$ cat src/rtl/stamp_sync_ctrl.sv
// stamp_sync_ctrl: command/load-value generator for the downstream timestamp counter.
// Host requests either load host_time immediately or arm a load that fires on the
// next synchronised PPS rising edge. An armed load that sees no PPS edge within
// PPS_TIMEOUT cycles is abandoned and raises a sticky timeout_err.
// Optional feature macro: STAMP_SYNC_PPS_COMPENSATE_EN -- when defined, PPS-aligned
// loads add the synchroniser/edge-detect/load latency (SYNC_STAGES+2) to armed_time.
module stamp_sync_ctrl #(
    parameter int unsigned TIMESTAMP_WIDTH = 64,
    parameter int unsigned SYNC_STAGES     = 2,
    parameter int unsigned PPS_TIMEOUT     = 200000000
) (
    input  logic                       axi_aclk,
    input  logic                       axi_reset,
    input  logic                       sw_clear,
    input  logic                       sw_load_time,
    input  logic                       sw_arm_pps,
    input  logic [TIMESTAMP_WIDTH-1:0] host_time,
    input  logic                       pps_in,
    output logic [1:0]                 restart_time,
    output logic [TIMESTAMP_WIDTH-1:0] ntp_timestamp,
    output logic                       armed,
    output logic [31:0]                pps_count,
    output logic                       timeout_err
);

    localparam int unsigned TS_W  = TIMESTAMP_WIDTH;
    localparam int unsigned CNT_W = 32;
    localparam int unsigned TO_W  = $clog2(PPS_TIMEOUT);
    localparam logic [TO_W-1:0] TO_LAST = TO_W'(PPS_TIMEOUT - 1);

`ifdef STAMP_SYNC_PPS_COMPENSATE_EN
    localparam logic [TS_W-1:0] PPS_ADJ = TS_W'(SYNC_STAGES + 2);
`else
    localparam logic [TS_W-1:0] PPS_ADJ = '0;
`endif

    localparam logic [1:0] CMD_NONE  = 2'b00;
    localparam logic [1:0] CMD_LOAD  = 2'b01;
    localparam logic [1:0] CMD_CLEAR = 2'b10;

    typedef enum logic {
        IDLE  = 1'b0,
        ARMED = 1'b1
    } state_t;

    state_t                  state_q, state_d;
    logic [SYNC_STAGES-1:0]  sync_q;
    logic                    pps_prev_q;
    logic                    pps_rise_q;
    logic [1:0]              restart_q, restart_d;
    logic [TS_W-1:0]         ntp_q, ntp_d;
    logic [TS_W-1:0]         armed_time_q, armed_time_d;
    logic [TO_W-1:0]         to_cnt_q, to_cnt_d;
    logic                    err_q, err_d;
    logic [CNT_W-1:0]        pps_cnt_q, pps_cnt_d;
    logic                    pps_sync_c;

    assign pps_sync_c = sync_q[SYNC_STAGES-1];

    // PPS synchroniser chain followed by a registered rising-edge detect
    always_ff @(posedge axi_aclk) begin
        if (axi_reset) begin
            sync_q     <= '0;
            pps_prev_q <= 1'b0;
            pps_rise_q <= 1'b0;
        end else begin
            sync_q     <= {sync_q[SYNC_STAGES-2:0], pps_in};
            pps_prev_q <= pps_sync_c;
            pps_rise_q <= pps_sync_c & ~pps_prev_q;
        end
    end

    // FSM state and all registered outputs
    always_ff @(posedge axi_aclk) begin
        if (axi_reset) begin
            state_q      <= IDLE;
            restart_q    <= CMD_NONE;
            ntp_q        <= '0;
            armed_time_q <= '0;
            to_cnt_q     <= '0;
            err_q        <= 1'b0;
            pps_cnt_q    <= '0;
        end else begin
            state_q      <= state_d;
            restart_q    <= restart_d;
            ntp_q        <= ntp_d;
            armed_time_q <= armed_time_d;
            to_cnt_q     <= to_cnt_d;
            err_q        <= err_d;
            pps_cnt_q    <= pps_cnt_d;
        end
    end

    // Next-state logic: requests by priority clear > load > arm, then PPS, then timeout
    always_comb begin
        state_d      = state_q;
        restart_d    = CMD_NONE;
        ntp_d        = ntp_q;
        armed_time_d = armed_time_q;
        to_cnt_d     = to_cnt_q;
        err_d        = err_q;
        pps_cnt_d    = pps_rise_q ? pps_cnt_q + CNT_W'(1) : pps_cnt_q;

        case (state_q)
            IDLE: begin
                if (sw_clear) begin
                    restart_d = CMD_CLEAR;
                end else if (sw_load_time) begin
                    ntp_d     = host_time;
                    restart_d = CMD_LOAD;
                end else if (sw_arm_pps) begin
                    armed_time_d = host_time;
                    to_cnt_d     = '0;
                    err_d        = 1'b0;
                    state_d      = ARMED;
                end
            end
            ARMED: begin
                if (sw_clear) begin
                    restart_d = CMD_CLEAR;
                    state_d   = IDLE;
                end else if (sw_load_time) begin
                    ntp_d     = host_time;
                    restart_d = CMD_LOAD;
                    state_d   = IDLE;
                end else if (sw_arm_pps) begin
                    armed_time_d = host_time;
                    to_cnt_d     = '0;
                    err_d        = 1'b0;
                end else if (pps_rise_q) begin
                    ntp_d     = armed_time_q + PPS_ADJ;
                    restart_d = CMD_LOAD;
                    state_d   = IDLE;
                end else if (to_cnt_q == TO_LAST) begin
                    err_d   = 1'b1;
                    state_d = IDLE;
                end else begin
                    to_cnt_d = to_cnt_q + TO_W'(1);
                end
            end
            default: begin
                state_d = IDLE;
            end
        endcase
    end

    assign restart_time  = restart_q;
    assign ntp_timestamp = ntp_q;
    assign armed         = (state_q == ARMED);
    assign pps_count     = pps_cnt_q;
    assign timeout_err   = err_q;

endmodule

$ cat config.mk
export PLATFORM = sky130hd
export DESIGN_NAME = stamp_sync_ctrl
export DESIGN_NICKNAME = d
export VERILOG_FILES = /design/src/rtl/stamp_sync_ctrl.sv
export SDC_FILE = /design/constraint.sdc
export NUM_CORES = 1
export LEC_CHECK = 0
export ABC_AREA = 1
export CAP_MARGIN = 20
export CORE_ASPECT_RATIO = 1.4
export CORE_MARGIN = 2
export CORE_UTILIZATION = 47
export CTS_CLUSTER_SIZE = 20
export DETAILED_ROUTE_END_ITERATION = 8
export GPL_TIMING_DRIVEN = 0
export PLACE_DENSITY_LB_ADDON = 0.05
export SLEW_MARGIN = 20
export SYNTH_ARGS = -nofsm -noshare
export SYNTH_HDL_FRONTEND = slang
export SYNTH_SLANG_ARGS = --single-unit
$ cat constraint.sdc
create_clock -name axi_aclk -period 1.6 [get_ports axi_aclk]
set_clock_uncertainty 0.15 [all_clocks]
set_input_delay 0.16 -clock axi_aclk [delete_from_list [all_inputs] [get_ports axi_aclk]]
set_output_delay 0.16 -clock axi_aclk [all_outputs]
set_load 0.01 [all_outputs]
Word-level counts from Yosys, hierarchy flattened
Index checks and enable logic that the tools add are counted.

Shifts and indexed selects: 0. Muxes and demuxes: 44. Multiply operators: 0. Divide/modulo/power cells: 0. $add $sub $neg: 2. Bitwise gates (word level): 5. Order comparisons: 0. Equal/unequal tests: 12. Reduce and logical (&&, ||, !) cells: 4.

Operators with widths (count): 64-bit 2-to-1 mux (9); 28-bit 2-to-1 mux (8); 64-bit case mux with 2 select lines (1); 28-bit case mux with 2 select lines (1); 32-bit by 1-bit adder with 32-bit output, second input constant (1); 28-bit by 1-bit adder with 28-bit output, second input constant (1); 28-bit == test, second input constant (1); 1-bit 2-to-1 mux (20); 7-bit AND reduction (2); 2-bit != test, second input constant (6); 3-bit != test, second input constant (3); 3-bit by 2-bit != test with 1-bit output, second input constant (2); 5-bit AND reduction (1); 2-bit 2-to-1 mux (2); 1-bit NOT (4); 1-bit case mux with 2 select lines (2); 2-bit case mux with 2 select lines (1); 3-bit AND reduction (1); 1-bit bitwise AND (1).

Logic and storage cells: 77. Memory bits (read-only): 0. RAM bits: 0. Bits of input ports: 70. Latch bits: 0. Memories kept: 0. Register bits: 196. Output and inout bits: 100.

Longest topological paths before layout
Depth in word-level cells: 7. Depth in mapped cells: 12. Depth with buffers taken out: 11.

Least setup slack after synthesis
Ideal clock, no wire load.

Path type: register to register. Start: reg pps_cnt_q[1] (netlist: pps_count[1]). End: reg pps_cnt_q[18] (netlist: pps_count[18]). Clock period less this slack: 1726 ps. Setup slack: -126 ps. Buffers on the path: 0. Data arrival time: 1506 ps. Library setup time: 70 ps. Stages on the path, launching flop included: 10. Data required time: 1380 ps. Cells stage by stage: dfxtp_1 > ha_1 > nand3_2 > nor2_2 > inv_2 > nor2_2 > nand2_1 > nor2_1 > o21ai_1 > a21oi_1.

Longest elaborated chain between the ends: 1.

RTL lines: from (decl) (RTL line 55) `logic [CNT_W-1:0] pps_cnt_q, pps_cnt_d;`; from (signal assigned) (RTL line 90) `pps_cnt_q <= pps_cnt_d;`; 32-bit by 1-bit adder with 32-bit output (RTL line 102) `pps_cnt_d = pps_rise_q ? pps_cnt_q + CNT_W'(1) : pps_cnt_q;`.

Every way passes these cells. A chain may end at the register's enable or synchronous reset.

Worst setup path after layout
Start: reg to_cnt_q[8]. End: reg to_cnt_q[23].

Longest elaborated chain between the ends: 7. Elaborated cells on any way between the ends: 10. Classes of those cells: add/sub: 1; eq/ne: 2; mux: 6; reduce/logical: 1.

RTL lines: from (decl) (RTL line 53) `logic [TO_W-1:0] to_cnt_q, to_cnt_d;`; from (signal assigned) (RTL line 88) `to_cnt_q <= to_cnt_d;`; 28-bit by 1-bit adder with 28-bit output (RTL line 138) `to_cnt_d = to_cnt_q + TO_W'(1);`; 28-bit 2-to-1 mux (RTL line 134) `end else if (to_cnt_q == TO_LAST) begin`; 28-bit 2-to-1 mux (RTL line 130) `end else if (pps_rise_q) begin`; 28-bit 2-to-1 mux (RTL line 126) `end else if (sw_arm_pps) begin`; 28-bit 2-to-1 mux (RTL line 122) `end else if (sw_load_time) begin`; 28-bit 2-to-1 mux (RTL line 119) `if (sw_clear) begin`; 28-bit case mux with 2 select lines (RTL line 104) `case (state_q)`.

Parallel ways exist; a longest one is shown, timed or not. The select of a mux whose other input is x is not followed.

==> flow_summary.yaml <==
outcome:
  status: "finished with violations"
  violations: "setup timing"
pwr:
  p_int_mw: 8.16
  power_mw: 11.1
  p_leak_nw: 5.87
  pwr-share-clk_pct: 40.1
  peakVddDrop_uv: 737
  p_per_area_mw_per_mm2: 787
  seqPwrFrac_pct: 46.5
  sw_frac_of_total_pct: 26.2
  combPwrFrac_pct: 13.5
  power.switching_mw: 2.89
critical_path:
  r2r_slack_ns: -0.28
  r2r-end: "to_cnt_q[23]"
  rr_startpoint: "to_cnt_q[8]"
  startpoint: "to_cnt_q[8]"
  endpoint: "to_cnt_q[23]"
  required_ns: 1.81
  reg2regPathDepth: 10
  path_max_fanout: 5
  crit_arrival_ns: 2.09
  end_kind: "flop"
  crit_path_start_kind: "flop"
  path_class: "reg -> reg"
cts:
  root_buffer: "clkbuf_16"
  clk_pin_slew_ns: 0.07
  cts_inserted_buffers: 17
  clock_latency_ns: 0.44
  postCtsHoldBufs: 0
  clockBufferDepth: 2
  cts.sinks: 196
  cts_tree: "built"
  h-tree-depth: 4
job:
  maxCapViolations: 0
sta:
  finalSetupViolations: 72
  period_minus_slack_ns: 1.88
  slew_violations: 0
  final.setup.worst_slack_ns: -0.284
  worst_pin_slew_ns: 0.773
  slew_headroom_pct: 48.5
  final.setup.tns_ns: -6.81
  hold_viol: 0
  rsz0062_at_grt: "true"
  max_clock_freq_ghz: 0.531
  finalCritPeriodShare_pct: 118
global_routing:
  grt_pass1_vias: 9008
  grtUsageTotal_pct: 27.1
  grt-ovfl-total: 0
  grt_pass1_wl_mm: 43.8
  antenna_found_initial: 1
  grt_max_degree: 18
yosys:
  synth_cell_type_count: 38
  synth_ff_type: "dfxtp_1"
  yosysTopAreaCellShare_pct: 44.2
  synthesis.area_sq_mm: 0.00887
  ys_seq_area_share_pct: 44.2
  avgSynthCellArea_sq_um: 6.75
  async_flop_share_pct: 0
  synth.area.top_cells: "dfxtp_1 44%, nand2_1 13%, nor2_1 13%, a21oi_1 8.3%, o21ai_0 4.6%"
  synth_seq_cells: 196
  synth_top_cell_by_area: "dfxtp_1"
  syn-num-nets: 1387
  synth_edf_count: 0
  yosysWarningCount: 0
  synthCells: 1315
placed_design:
  routabilityCongestion: 0.860
  post-place-ws_ns: -0.586
  hpwl_mm: 18.7
  io_buffers: 168
floorplanning:
  top_level_ports: 170
  die_w_microns: 120
  initial_core_util_pct: 47.9
  num_rows: 59
  core-area_sq_mm: 0.0185
  dieArea_sq_mm: 0.0200
  die_h_microns: 167
route:
  viasPerCell: 5.35
  drt-total-wl_mm: 30.8
  drtAntennaViolNets: 0
  vias: 9764
  post_drt_wl_per_cell_microns: 16.9
  drtPass1Iterations: 6
  drc_errors: 0
  drtIter0Drc: 722
finish:
  fill_cells: 1402
  drive_gt1_share_pct: 29.2
  final_cell_mix: "262 x nor2_1, 246 x nand2_1, 149 x dfxtp_1"
  nets: 1640
  area_growth_pct: 58.3
  layout_commonest_cell: "nor2_1"
hold_path:
  min_from: "pps_in"
  hp-class: "in -> reg"
registers in the layout, summed over array words and instances (netlist names):
register       cells
restart_time       2
sync_q             2
armed              1
timeout_err        1
pps_count         32
pps_rise_q         1
to_cnt_q          28
armed_time_q      64
ntp_timestamp     64
pps_prev_q         1
cells by family after synthesis:
family	synth area share, %
compound gates	15.8
flops	44.2
simple gates	32.0
fa+ha+maj	0.282
buf+inv	7.02
xor+xnor	0.691
worst max-delay path: stages, from the launching register on:
cell and delay [ns]:
dfxtp_1 0.42, nand2_1 0.14, nor2_2 0.17, nand2_1 0.13
nor2_4 0.14, nand3_4 0.13, nand2_8 0.11, buf_12 0.11
buf_8 0.13, nand2_2 0.06, a21oi_2 0.11
power by group through the flow:
stage / Clock [mW] / Combinational (mW) / Sequential (mW)
finish: 4.43 / 1.49 / 5.14
global route: 4.67 / 1.59 / 5.15
CTS: 4.45 / 1.17 / 5.13
detailed placement: 0 / 1.06 / 5.25
global placement: 0 / 1.05 / 5.25
floorplan: 0 / 0.504 / 5.27
worst min path at each step:
stage,to,cells after the start
2_1_floorplan,sync_q[0],2
3_3_place_gp,pps_rise_q,1
3_5_place_dp,pps_rise_q,1
4_1_cts,sync_q[0],3
5_1_grt,sync_q[0],3
6_report,sync_q[0],3
layer usage:
metal	vias up	track usage [%]	routed length, microns
met5	-	0	0
met4	0	11.7	1250
met3	95	7.12	1800
met2	359	48.5	16200
met1	4584	29.8	11500
li1	4726	-	-
metrics by stage:
step,utilization (%),cells,hold slack [ns],instance area (sq um)
final,75.8,1825,0.177,14000
after global routing,75.8,1825,0.189,14000
after CTS,66.6,1791,0.154,12300
after detailed placement,58.9,1727,0.239,10900
after global placement,58.9,1727,0.233,10900
after floorplan,-,1315,0.117,8920
Yosys cell counts, types with 2 or more instances:
master	number
nand2_1	299
nor2_1	296
dfxtp_1	196
a21oi_1	147
o21ai_0	81
inv_1	77
nand3_1	44
clkbuf_1	32
buf_2	18
o21ai_1	15
nand4_1	14
buf_1	11
nor3_1	11
inv_2	10
nand2_2	6
a21oi_2	5
a31oi_1	5
nor2_4	5
xor2_1	5
o21ai_2	4
buf_4	3
nand3_2	3
nand3b_1	3
o21a_1	3
o21bai_1	3
and2_1	2
buf_6	2
ha_1	2
nor2_2	2
nor3b_1	2
xnor2_1	2
repair_timing:
| action | CTS | global route |
|---|---|---|
| resized for setup | 318 | 325 |
| endpoints found under the hold margin | 0 | 0 |
| setup buffers | 29 | 23 |
| gates cloned | 5 | 15 |
| endpoints found under the setup margin | 277 | 176 |
| pin swaps | 23 | 80 |
area by class of cell:
class	instances	area (sq um)	area share, %
multi-input cells	966	5670	40.4
flip-flops and latches	196	4020	28.6
repair buffers	237	2500	17.8
plain buffers	63	599	4.27
clock buffers	21	460	3.28
inverters	87	349	2.49
well taps	244	305	2.17
clock inverters	10	135	0.962
diodes	1	2.50	0.0178
Power figures use the tool's default switching activity.
